<file path="config.mk">
export PLATFORM = sky130hd
export DESIGN_NAME = bnn_seq_sched
export DESIGN_NICKNAME = d
export VERILOG_FILES = /design/src/rtl/bnn_seq_sched.sv
export SDC_FILE = /design/constraint.sdc
export NUM_CORES = 1
export LEC_CHECK = 0
export ABC_AREA = 1
export BUFFER_PORTS_ARGS = -buffer_cell sky130_fd_sc_hd__buf_2
export CAP_MARGIN = 20
export CORE_ASPECT_RATIO = 2
export CORE_MARGIN = 2
export CORE_UTILIZATION = 45
export DETAILED_ROUTE_END_ITERATION = 8
export GPL_TIMING_DRIVEN = 1
export PLACE_DENSITY = 0.87
export SYNTH_ARGS = -nofsm -noshare
export SYNTH_HDL_FRONTEND = slang
export SYNTH_SLANG_ARGS = --single-unit
</file>
<file path="constraint.sdc">
create_clock -name clk -period 2.02 [get_ports clk]
set_input_delay 0.101 -clock clk [delete_from_list [all_inputs] [get_ports clk]]
set_output_delay 0.101 -clock clk [all_outputs]
set_load 0.03 [all_outputs]
</file>
<file path="src/rtl/bnn_seq_sched.sv">
// rtl/bnn_seq_sched.sv - load/start/count/capture sequencer for the bit-serial BNN classifier core
// Optional build macro BNN_SCHED_PERF_EN adds perf_done/perf_busy counters.
module bnn_seq_sched #(
  parameter int N   = 16,
  parameter int M   = 40,
  parameter int B   = 4,
  parameter int C   = 10,
  parameter int LAT = N + M - 1,
  parameter int KW  = $clog2(C)
) (
  input  logic           clk,
  input  logic           rst,
  input  logic           in_valid,
  output logic           in_ready,
  input  logic [B*N-1:0] in_data,
  output logic [B*N-1:0] core_data,
  output logic           core_rst,
  input  logic [KW-1:0]  core_klass,
  output logic           out_valid,
  input  logic           out_ready,
  output logic [KW-1:0]  out_class,
  output logic           busy
`ifdef BNN_SCHED_PERF_EN
  ,
  output logic [15:0]    perf_done,
  output logic [31:0]    perf_busy
`endif
);
  localparam int CW = $clog2(LAT + 1);

  typedef enum logic [1:0] {IDLE, LOAD, RUN, DONE} state_t;

  state_t        state, state_nxt;
  logic [CW-1:0] cnt;
  logic          run_last;
  logic          take_in;
  logic [KW-1:0] class_fix;

  assign run_last = (state == RUN) && (cnt == CW'(LAT - 1));
  assign take_in  = in_valid && in_ready;

  // Core numbers classes in reverse; out-of-range indices saturate to 0.
  assign class_fix = (core_klass > KW'(C - 1)) ? '0 : KW'(C - 1) - core_klass;

  always_comb begin
    state_nxt = state;
    in_ready  = 1'b0;
    out_valid = 1'b0;
    core_rst  = 1'b1;
    busy      = 1'b1;
    case (state)
      IDLE: begin
        in_ready = 1'b1;
        busy     = 1'b0;
        if (in_valid) state_nxt = LOAD;
      end
      LOAD: state_nxt = RUN;
      RUN: begin
        core_rst = 1'b0;
        if (run_last) state_nxt = DONE;
      end
      DONE: begin
        out_valid = 1'b1;
        if (out_ready) state_nxt = IDLE;
      end
      default: state_nxt = IDLE;
    endcase
  end

  always_ff @(posedge clk or negedge rst) begin
    if (!rst) begin
      state     <= IDLE;
      cnt       <= '0;
      core_data <= '0;
      out_class <= '0;
    end else begin
      state <= state_nxt;
      if (take_in) core_data <= in_data;
      if (state == LOAD) cnt <= '0;
      else if (state == RUN) cnt <= cnt + 1'b1;
      if (run_last) out_class <= class_fix;
    end
  end

`ifdef BNN_SCHED_PERF_EN
  logic take_out;
  assign take_out = out_valid && out_ready;

  always_ff @(posedge clk or negedge rst) begin
    if (!rst) begin
      perf_done <= '0;
      perf_busy <= '0;
    end else begin
      if (take_out) perf_done <= perf_done + 16'd1;
      if (busy && (perf_busy != '1)) perf_busy <= perf_busy + 32'd1;
    end
  end
`endif

endmodule

</file>
==> results.txt, run 1 <==
Global routing used 20.64% of the available tracks. The data arrival time at the worst-slack endpoint was 1.92 ns. Averaged over all synthesized cells, the footprint is 13.76 µm². The root buffer cell was clkbuf_16. TritonCTS built the clock tree. The tools report the type of destination of the critical path as a flop.

The synthesis-stage register bit count came out at 76. In this run switching power makes up 41.15% of total power. Number of nets in the finished design: 502. Entering global routing, the biggest net connects 50 pins. The worst setup path is of the flop to flop kind. The run gives 2.397 nW as the static leakage. Clock tree synthesis found a total of 76 sinks. At the pin with the least slew margin, the transition time is 0.3574 ns.

After global routing, the most crowded layer is met2. The net count after synthesis is 309, and the total grt overflow is 0. Setup repair after global routing left no endpoint under its margin. The final critical path takes up 84.92% of the cycle. The share of post-route cells with drive strength above 1 is 52.93%, and the number of warning messages in the yosys log is 0. Cells fill 68.60% of the core in the end. After floorplanning, the core was sized to cover 6833 µm². The first global-routing pass estimated 12,270 µm of wire. The run gives 229 as the post-synthesis instance total.

The most common cell after layout, fill and taps aside is buf_2. For the required time of the worst setup path, the log shows 2.23 ns. On the final layout, the worst hold slack is 0.005765 ns. The later pin in the worst-skew pair is clocked with a latency of 0.33 ns.

The run gives 0 as the diode insertion count for antenna repair. The logs give 46.13% for the starting density of the core and 7453 µm for the total wire length. The run gives 0 as the number of antenna violations at the first check in global routing.

The worst setup skew after layout is 0.004738 ns. The run gives 0 as the number of endpoints with negative hold slack in the final report. The flow ran to the end, and the final reports show no timing, DRC or antenna violations. In this run, the combinational gates consume 47.1% of the power.

Measured along the x axis, the die boundary spans 63.18 µm. The tools report the sum of net half-perimeters after detailed placement as 4535 µm. The sequential cell area fraction in the yosys report is 60.34%, and the max-cap violation count is 0. The H-tree was split into 3 levels. Counting I/O delays and the setup requirement, the final critical path takes 1.715 ns.

For this block, the via count after detailed routing is 2,447. Summed over all nets, the switching power comes to 3.375 mW. The first routing iteration left 122 violations. The worst setup path is launched from a flop. The synthesized design devotes to its leading area cell type 60.34% of total area.

Part of the power in registers: 32.4%. The logs give 7.241% for the met3 track utilization from global routing and 3152 µm² for the cell area after synthesis. The run gives 4.827 mW as the internal power contribution. By area the synthesized netlist is led by dfrtp_1 (60%), mux2_2 (21%), ha_1 (3.2%). The clock transition at the registers of the reported paths is 0.06 ns. The worst vdd rail ir drop was 0.001163 V; the first-pass iteration count of the detailed router was 4.

Once layout is done, the placed cells without fillers occupy 4687 µm². Derived from the worst setup path, the maximum achievable clock frequency is 0.5830 GHz. The via density per instance was 4.733; the final-report max-slew violation count was 0.

Total of buffers placed on input and output ports: 143. The floorplan has 43 rows. The power density normalized to cell area works out to 1750 nW/µm². The number of CTS-inserted buffers is 9. For the relative slew slack, the log shows 76.18%. dfrtp_1 takes more of the synthesized area than any other cell.

In the layout the commonest cells are buf_2 (142), dfrtp_1 (76), mux2_2 (59). The synthesized netlist contains 18 unique library cells. Counting along the longest clock path gives a buffer depth of 2. Setup violations remaining at the end of the flow were counted as 0. Wire length per cell: 14.42 µm.

The logs give 25.14% for the global routing usage on met1 and 2,570 for the number of global-route vias before repair. 144 I/O pins were placed. The maximum fanout count along the critical path works out to 25. The run gives 7730 µm² as the area of the die.

The post-route antenna net violation count came out at 0. In this run the cell area measured after placement is 3948 µm². For the relative contribution of the clock network to total power, the log shows 20.5%. The class of the worst hold path is input port to flop. In this run the vertical extent of the chip is 122.4 µm. Relative to the synthesized area, the layout overhead comes to 48.71%.

The global placer's final weighted congestion was 0.7837; the met2 routing resource usage after global routing was 32.98%. After detailed routing, the number of remaining DRC violations is 0. Adding up every negative setup slack in the final design gives 0 ns.
==> cell type report <==
cell class	instances	area, µm²
multi-input cells	124	1081
repair buffers	188	1186
clock inverters	4	72.57
clock buffers	12	246.5
fillers	461	2146
well taps	90	112.6
flip-flops and latches	76	1902
inverters	23	86.33
==> worst max-delay path, cell delays in order (launching register included) <==
cell and delay, ns:
dfrtp_1 0.40, inv_1 0.10, ha_1 0.29, nand2_4 0.10, buf_4 0.31, mux2_2 0.39
==> power groups by stage <==
stage / Sequential [mW] / Clock (mW) / Combinational, mW
2_1_floorplan: 3.96 / 0 / 1.43
3_3_place_gp: 2.61 / 0 / 3.71
3_5_place_dp: 2.64 / 0 / 3.77
4_1_cts: 2.63 / 1.73 / 3.85
5_1_grt: 2.75 / 1.81 / 4.12
6_report: 2.66 / 1.68 / 3.86
==> cell usage after synthesis (all sizes together) <==
master,n
mux2i,1
a21boi,1
nor2,5
or2,1
o21ai,6
nor3,3
nand3,6
inv,23
a21oi,2
nand2,25
nand4,1
clkbuf,6
o22ai,1
dfrtp,76
mux2,64
ha,8
==> state kept, by name, indices dropped and copies added (netlist names) <==
signal	cells
core_data	64
state	2
cnt	6
out_class	4
==> metal layers <==
layer  vias up  wire length, µm
li1       1151                -
met1      1146             3023
met2       136             3550
met3        14              729
met4         0              149
met5         -                0
==> kinds of logic after synthesis <==
family,count (synthesis),synth area share (%)
AO/OA/AOI/OAI,10,1.707
adder cells (fa/ha/maj),8,3.176
AND/OR/NAND/NOR,41,5.637
flip-flops,76,60.34
buffers and inverters,29,5.359
multiplexers,65,23.78
==> final timing paths <==
path	startpoint	to	slack, ns	cells after the start
max	state[0]$_DFFE_PN0P_	core_data[15]$_DFFE_PN0P_	0.30	5
min	in_data[14]	core_data[14]$_DFFE_PN0P_	0.006	2
max reg2reg	state[0]$_DFFE_PN0P_	core_data[15]$_DFFE_PN0P_	0.30	5
min reg2reg	out_class[2]$_DFFE_PN0P_	out_class[2]$_DFFE_PN0P_	0.48	2
max in group asynchronous	rst	core_data[57]$_DFFE_PN0P_	1.20	3
min in group asynchronous	rst	core_data[40]$_DFFE_PN0P_	0.25	2
==> per-stage QoR <==
step	worst slack (ns)	total power, mW	std cells
finish	0.3047	8.202	517
global route	0.2202	8.690	517
CTS	0.3039	8.214	517
detailed placement	0.3293	6.416	459
global placement	0.4196	6.311	459
floorplan	0.3379	5.391	229
==> what timing repair did <==
item	in CTS	in global routing
hold buffers	42	0
buffers inserted	0	0
endpoints found under the hold margin	68	0
gates resized for setup	0	0
Note: power is estimated with default switching activity, not from simulation.
==> run 2, diff against run 1 <==
--- a/config.mk
+++ b/config.mk
@@ -5,7 +5,7 @@
 export SDC_FILE = /design/constraint.sdc
 export NUM_CORES = 1
 export LEC_CHECK = 0
-export ABC_AREA = 1
+export ABC_AREA = 0
 export BUFFER_PORTS_ARGS = -buffer_cell sky130_fd_sc_hd__buf_2
 export CAP_MARGIN = 20
 export CORE_ASPECT_RATIO = 2
==> constraint.sdc (replaced) <==
create_clock -name clk -period 1.74 [get_ports clk]
set_input_delay 0.087 -clock clk [delete_from_list [all_inputs] [get_ports clk]]
set_output_delay 0.087 -clock clk [all_outputs]
set_load 0.03 [all_outputs]
==> run 2 against run 1 <==
Effect of this change: wire length grew 8.5%; setup slack lost 0.20 ns; sequential cell count is the same; sequential share of layout area shrank 1.7 points; via count grew 0.90%; critical endpoint is now core_data[55]$_DFFE_PN0P_; non-clock buffer count grew 23; global-route usage grew 0.70 points; sequential power grew 21%; cell area grew 4.5%; worst hold slack gained 0.014 ns; critical path depth is the same; clock skew is essentially flat.
==> results.txt, run 2 <==
The maximum fanout count along the critical path is 22 (-12%). The register with the most flip-flops is core_data. For this run, the leading register cell type out of synthesis is dfrtp_1.

The fraction of the mapped netlist area in simple logic gates is 3.661% (-2.0 points), and the standard cell core area is 6833 µm² (unchanged). The total of buffers placed on input and output ports works out to 143 (unchanged). The tree is rooted in a clkbuf_16.

The area share of the largest cell type after synthesis is 60.49% (+0.14 points), and the number of enable-type register cells in the synthesized netlist is 0 (unchanged). The required time of the worst setup path is 1.94 ns (-0.29 ns). STA classifies the critical path startpoint as a flop.

The post-synthesis share of cell area spent on xor and xnor gates is 0% (unchanged). The final-report max-slew violation count is 0 (unchanged), and the power density normalized to cell area is 1948 nW/µm² (+11%). Number of flip-flops in the largest register: 64 (unchanged). The number of nets in the finished design is 503 (+0.20%), and the starting density of the core is 46.02% (-0.11 points). The fraction of the mapped netlist area in adder cells is 3.183% (+0.0076 points). By count the netlist is led by dfrtp_1 (76), mux2_1 (61), inv_1 (14), ha_1 (8).

The wire length per cell was 15.61 µm (+8.3%). The global routing's busiest layer is met2. The post-synthesis instance total came out at 208 (-9.2%).

The run gives 43 (unchanged) as the number of core rows. The number of antenna violations at the first check in global routing came out at 0 (unchanged). The clock period minus final worst setup slack is 1.636 ns (-0.07932 ns), and the post-CTS resize count is 0 (unchanged). After synthesis, the largest family of logic cells by area is multiplexers. Pin slew with the least headroom to its limit: 0.4062 ns (+0.04887 ns).

The depth of the worst hold-timing path was 2 (unchanged). The type of destination of the critical path is a flop. Post-route antenna net violation count: 0 (unchanged). The run gives 0.1040 ns (-0.2007 ns) as the post-route worst setup slack. The tools report the number of top-level design ports as 144 (unchanged).

The run gives 77 (+54%) as the maximum number of pins on one net before global-route repair. The path class of the tightest hold or removal check is input port to flop. For the number of fill cells, the log shows 434 (-5.9%). The global placer's final weighted congestion came out at 0.7660 (-2.3%).

The first-pass iteration count of the detailed router is 4 (unchanged), and the final count of negative-setup-slack endpoints is 0 (unchanged). The most area-hungry cell type in the Yosys netlist was dfrtp_1. The number of library cell types mapped by synthesis was 26 (+8); the met3 track utilization from global routing was 7.149% (-0.092 points). In the final layout, the registers with the most flip-flops are core_data: 64 flops, cnt: 6 flops, out_class: 4 flops. The flow ran to the end, and the final reports show no timing, DRC or antenna violations. The relative slew slack was 72.92% (-3.3 points); the multiplexer area fraction after synthesis was 26.22% (+2.4 points).

For the total setup buffers inserted after CTS, the log shows 0 (unchanged). In this run the critical register-to-register path is launched from state[0]$_DFFE_PN0P_. The cell area after synthesis came out at 3144 µm² (-0.24%).

Ranked by total cell area, the synthesized netlist is headed by dfrtp_1 (60%), mux2_1 (22%), ha_1 (3.2%). The die height came out at 122.2 µm (-0.12%). Share of post-route cells with drive strength above 1: 41.12% (-12 points).

The run gives 0 (unchanged) as the total grt overflow. In the layout the commonest cells are buf_2 (143), dfrtp_1 (76), dlygate4sd3_1 (64). The net count after synthesis was 288 (-6.8%); the met2 routing resource usage after global routing was 35.51% (+2.5 points). The most common cell after layout, fill and taps aside is buf_2. The share of flip-flops with an asynchronous set or reset was 100.0% (unchanged); the width of the die was 63.11 µm (-0.11%). The data arrival time at the worst-slack endpoint was 1.84 ns (-0.08 ns).

The tools report the worst setup skew after layout as 0.004266 ns (-0.0004726 ns). The reg-to-reg setup timing slack is 0.10 ns (-0.20 ns). The max-cap violation count was 0 (unchanged); the final worst-path cycle share was 94.02% (+9.1 points). The worst setup path is of the flop to flop kind. Among all cell types in the netlist, the one instantiated most often is dfrtp_1. The logs give 0 (unchanged) for the number of warning messages in the yosys log and 4589 µm (+1.2%) for the sum of net half-perimeters after detailed placement. The worst setup timing slack at the placement stage was 0.1212 ns (-0.2081 ns). TritonCTS built the clock tree. The diode insertion count for antenna repair was 0 (unchanged); the number of design rule violations left after detail routing was 0 (unchanged). Global routing usage on met1: 25.99% (+0.85 points). The path with the worst hold slack has its endpoint at core_data[26]$_DFFE_PN0P_. The starting DRC count in detailed routing came out at 111 (-9.0%). The synthesized area per cell was 15.12 µm² (+9.8%). The final sum of negative setup slack is 0 ns (unchanged), and the via count of the routed design is 2,469 (+0.90%). The overall global routing resource usage was 21.34% (+0.70 points); the number of global-route vias before repair was 2,652 (+3.2%).

The run gives 60.49% (+0.14 points) as the sequential cell area fraction in the yosys report. In this run the most critical hold path is launched from in_data[26]. The H-tree depth reported by CTS came out at 3 (unchanged). For the number of CTS-inserted buffers, the log shows 9 (unchanged). The number of endpoints with negative hold slack in the final report was 0 (unchanged).

The tools report the worst vdd rail ir drop as 0.001222 V (+5.1%). The static leakage came out at 2.410 nW (+0.54%). The area of the die was 7712 µm² (-0.23%). Setup repair after global routing left no endpoint under its margin. The highest achievable clock rate is 0.6112 GHz (+4.8%). The worst reg2reg path endpoint was core_data[55]$_DFFE_PN0P_. The clock transition at the registers of the reported paths works out to 0.06 ns (about the same).

The via density per instance is 4.766 (+0.70%), and the total wire length is 8084 µm (+8.5%). For the first-pass GRT wire length, the log shows 12,740 µm (+3.8%). The clock latency at the later pin of the worst-skew pair was 0.33 ns (about the same). The maximum clock insertion buffer count was 2 (unchanged). The area growth from synthesis to layout is 55.71%. For the clock sink count, the log shows 76 (unchanged). The compound-cell area share of the yosys netlist was 2.467% (+0.76 points). The synthesis-stage register bit count came out at 76 (unchanged). The number of cells on the worst reg-to-reg path is 5 (unchanged).
run 2: cell count changes after synthesis, moves of 3 or more:
cell and delta:
mux2_1 +61, mux2_2 -53, nand2_1 -21, inv_1 -9
buf_6 +6, clkbuf_8 -6, o21ai_0 -4, mux2_4 -3
mux2i_1 +3, o22ai_1 +3
run 2: how the worst max path moves through the flow:
| stage | end | cells after the start | slack [ns] | startpoint |
|---|---|---|---|---|
| global placement | core_data[32]$_DFFE_PN0P_ | 5 | 0.19 | state[0]$_DFFE_PN0P_ |
| CTS | core_data[47]$_DFFE_PN0P_ | 5 | 0.12 | state[0]$_DFFE_PN0P_ |
| finish | core_data[55]$_DFFE_PN0P_ | 5 | 0.10 | state[0]$_DFFE_PN0P_ |
| detailed placement | core_data[47]$_DFFE_PN0P_ | 5 | 0.12 | state[0]$_DFFE_PN0P_ |
| floorplan | state[1]$_DFFE_PN0P_ | 6 | 0.03 | state[0]$_DFFE_PN0P_ |
| global route | core_data[55]$_DFFE_PN0P_ | 5 | 0.01 | state[0]$_DFFE_PN0P_ |
run 2: report_power, final:
| part | leakage [nW] | switching [mW] | internal [mW] |
|---|---|---|---|
| sequential | 0.894 | 0.537 | 2.67 |
| combinational | 1.38 | 2.92 | 1.65 |
| clock | 0.139 | 0.658 | 1.10 |
| total | 2.41 | 4.12 | 5.42 |
run 2: per-layer routing:
metal / share of wire (%) / up-vias
li1: - / 1149
met1: 41 / 1174
met2: 50 / 140
met3: 8.8 / 6
met4: 0.68 / 0
met5: 0 / -
run 2: area by class of cell:
cell class / instances / area [µm²] / share of cell area, %
timing repair buffer: 211 / 1424 / 29.08
tap: 90 / 112.6 / 2.300
multi-input combinational: 111 / 1120 / 22.87
inverter: 14 / 52.55 / 1.073
sequential: 76 / 1902 / 38.84
clock buffer: 11 / 232.7 / 4.753
clock inverter: 5 / 52.55 / 1.073
run 2: critical path, cell delays in order (launching register included):
cell and delay, ns:
dfrtp_1 0.39, inv_1 0.09, ha_2 0.22, nand2_4 0.22, buf_12 0.21, mux2_1 0.36
run 2: per-stage QoR:
stage	area [µm²]	power (mW)	hold slack [ns]	utilization (%)	cells
3_3_place_gp	3970	7.469	0.1539	58.10	438
3_5_place_dp	3970	7.588	0.1603	58.10	438
4_1_cts	4886	9.494	0.000009159	71.51	517
2_1_floorplan	3147	6.297	-0.2086	-	208
5_1_grt	4896	10.05	0.01408	71.65	518
6_report	4896	9.539	0.01999	71.65	518
run 2: logic make-up (layout without fill, tap and decap cells):
kind of cell / Yosys count / after routing
multiplexers: 73 / 73
AND/OR/NAND/NOR: 19 / 19
buffers and inverters: 21 / 241
flip-flops: 76 / 76
adder cells (fa/ha/maj): 8 / 8
AO/OA/AOI/OAI: 11 / 11
run 2: repair_timing:
| item | in CTS | in global routing |
|---|---|---|
| hold endpoints to repair | 138 | 1 |
| endpoints found under the setup margin | 0 | 0 |
| hold buffers | 63 | 1 |
==> run 3, diff against run 2 <==
--- a/config.mk
+++ b/config.mk
@@ -14,6 +14,7 @@
 export DETAILED_ROUTE_END_ITERATION = 8
 export GPL_TIMING_DRIVEN = 1
 export PLACE_DENSITY = 0.87
+export SKIP_LAST_GASP = 1
 export SYNTH_ARGS = -nofsm -noshare
 export SYNTH_HDL_FRONTEND = slang
 export SYNTH_SLANG_ARGS = --single-unit
==> constraint.sdc (replaced) <==
create_clock -name clk -period 2 [get_ports clk]
set_input_delay 0.1 -clock clk [delete_from_list [all_inputs] [get_ports clk]]
set_output_delay 0.1 -clock clk [all_outputs]
set_load 0.03 [all_outputs]
==> run 3 against run 2 <==
Effect of this change: maximum frequency down 5.3%; die area unchanged; combinational power down 13%; count of clock-buffer cells in the layout up 1; cell count down 0.97%; non-clock buffer count down 5.
==> results.txt, run 3 (synthesized netlist as in run 2, its figures left out) <==
In the layout the commonest cells are buf_2 (142), dfrtp_1 (76), mux2_1 (61). The final hold slack was 0.02508 ns (+0.005089 ns); the final sum of negative setup slack was 0 ns (unchanged). The maximum fanout count along the critical path was 23 (+4.5%).

The overall global routing resource usage is 22.66% (+1.3 points). The final cell count without fillers was 513 (-0.97%); the total of buffers placed on input and output ports was 143 (unchanged). The standard cell core area came out at 6833 µm² (unchanged). The logs give 0.001176 V (-3.8%) for the worst vdd rail ir drop and 498 (-0.99%) for the number of nets in the finished design. The number of core rows was 43 (unchanged); the highest achievable clock rate was 0.5786 GHz (-5.3%). The pin slew with the least headroom to its limit is 0.3862 ns (-0.02000 ns), and the static leakage is 2.405 nW (-0.21%).

Clock period minus final worst setup slack: 1.728 ns (+0.09231 ns). Uppermost metal layer occupied by signal nets: met4. The run gives 4278 µm (+6.7%) as the routed length on met2.

Startpoint type of the worst setup path: a flop. For the total grt overflow, the log shows 0 (unchanged). The clock transition at the registers of the reported paths was 0.06 ns (about the same). The highest cell delay on the worst timing path is 0.39 ns (about the same), and the post-route antenna net violation count is 0 (unchanged). The diode insertion count for antenna repair is 0 (unchanged), and the layout overhead on the synthesized area is 55.27%.

The number of design rule violations left after detail routing came out at 0 (unchanged). Path type of the worst setup path: flop to flop. The max-cap violation count was 0 (unchanged); the total wire length was 8332 µm (+3.1%). Share of post-route cells with drive strength above 1: 41.13% (about the same). The final-report max-slew violation count is 0 (unchanged).

The logs give 2,648 (-0.15%) for the number of global-route vias before repair and 2,507 (+1.5%) for the via count of the routed design. Setup repair after global routing left no endpoint under its margin. The via density per instance came out at 4.887 (+2.5%). The class of the worst hold path is input port to flop. The relative slew slack came out at 74.25% (+1.3 points). The starting DRC count in detailed routing was 97 (-13%).

The power density normalized to cell area came out at 1739 nW/µm² (-11%). The die height was 122.2 µm (unchanged). The startpoint identified for the worst register-to-register timing path is state[0]$_DFFE_PN0P_.

The logs give 3275 µm (-1.0%) for the met1 wire length and 46.02% (unchanged) for the starting density of the core. The width of the die is 63.11 µm (unchanged), and the depth of the worst hold-timing path is 2 (unchanged). The number of cells on the worst reg-to-reg path is 5 (unchanged), and the sum of net half-perimeters after detailed placement is 4620 µm (+0.70%). Maximum clock insertion buffer count: 2 (unchanged). The largest registers in the layout are core_data: 64 flops, cnt: 6 flops, out_class: 4 flops.

The tools report the type of destination of the critical path as a flop. The library cell used most frequently in the layout, excluding fill and tap cells, is buf_2. The final worst-path cycle share is 86.42% (-7.6 points). For the required time of the worst setup path, the log shows 2.20 ns (+0.26 ns).

More flip-flops sit in one register than any other, and that register is core_data. The area of the die was 7712 µm² (unchanged); the reg-to-reg setup timing slack was 0.27 ns (+0.17 ns). The H-tree depth reported by CTS was 3 (unchanged). The run finished with clean final reports. The number of flip-flops in the largest register is 64 (unchanged). The worst reg2reg path endpoint is core_data[2]$_DFFE_PN0P_.

For the clock latency at the later pin of the worst-skew pair, the log shows 0.33 ns (about the same). The cell count after placement came out at 437 (-0.23%). Maximum number of pins on one net before global-route repair: 77 (unchanged).

For the end-of-flow core utilization, the log shows 71.45% (-0.20 points). The worst setup skew after layout was 0.004054 ns (-0.0002117 ns). The number of endpoints with negative hold slack in the final report is 0 (unchanged), and the number of top-level design ports is 144 (unchanged). The number of antenna violations at the first check in global routing is 0 (unchanged). The clock sink count was 76 (unchanged); the data arrival time at the worst-slack endpoint was 1.93 ns (+0.09 ns). On the critical path, the stage with the largest delay is an instance of dfrtp_1. The root buffer cell is clkbuf_16. The wire length per cell works out to 16.24 µm (+4.1%).

TritonCTS built the clock tree. The signal on the critical path passes through inv_1 > ha_1 > nand2_4 > buf_12 > mux2_1. Final count of negative-setup-slack endpoints: 0 (unchanged). The startpoint identified for the worst hold timing path is in_data[57]. Wire length on met3: 662 µm (-6.9%). The tools report the post-CTS resize count as 0 (unchanged).

The global placer's final weighted congestion was 0.7754 (+1.2%). The number of CTS-inserted buffers is 9 (unchanged), and the first-pass GRT wire length is 13,310 µm (+4.5%). The first-pass iteration count of the detailed router was 4 (unchanged). For hold timing, the worst endpoint is core_data[57]$_DFFE_PN0P_.
[run 3: stage by stage]
stage                     power (mW)  setup slack [ns]  cell area (µm²)
final                          8.488            0.2717             4882
after global routing           8.933            0.1832             4882
after CTS                      8.443            0.2909             4882
after detailed placement       6.598            0.3001             3963
after global placement         6.475            0.3542             3963
after floorplan                5.471            0.1312             3144
[run 3: layer usage]
| metal | global-route usage (%) | up-vias |
|---|---|---|
| met1 | 26.61 | 1221 |
| met3 | 6.599 | 8 |
| li1 | - | 1144 |
| met5 | 0 | - |
| met4 | 7.917 | 0 |
| met2 | 39.30 | 134 |
[run 3: repair_timing]
action	4_1_cts	5_1_grt
endpoints found under the hold margin	135	0
hold buffers	60	0
setup buffers	0	0
[run 3: worst max-delay path: cells and delay by family, from the launching register on]
| family | cells | cell delay (ns) |
|---|---|---|
| simple gates | 1 | 0.26 |
| buf+inv | 2 | 0.32 |
| mux | 1 | 0.37 |
| flops | 1 | 0.39 |
| fa+ha+maj | 1 | 0.25 |
[run 3: how the worst max path moves through the flow]
stage / startpoint / endpoint / slack, ns
floorplan: state[0]$_DFFE_PN0P_ / state[1]$_DFFE_PN0P_ / 0.13
global placement: state[0]$_DFFE_PN0P_ / core_data[24]$_DFFE_PN0P_ / 0.35
detailed placement: state[0]$_DFFE_PN0P_ / core_data[42]$_DFFE_PN0P_ / 0.30
CTS: state[0]$_DFFE_PN0P_ / core_data[2]$_DFFE_PN0P_ / 0.29
global route: state[0]$_DFFE_PN0P_ / core_data[2]$_DFFE_PN0P_ / 0.18
finish: state[0]$_DFFE_PN0P_ / core_data[2]$_DFFE_PN0P_ / 0.27
[run 3: layout make-up]
cell class	count	area [µm²]
well taps	90	112.6
inverters	14	52.55
flip-flops and latches	76	1902
multi-input cells	111	1117
clock inverters	4	72.57
repair buffers	206	1379
clock buffers	12	246.5
fillers	437	1951
[run 3: power breakdown]
group          switching, mW  internal (mW)
registers              0.469           2.32
logic                   2.56           1.41
clock network          0.597           1.12
total                   3.63           4.86
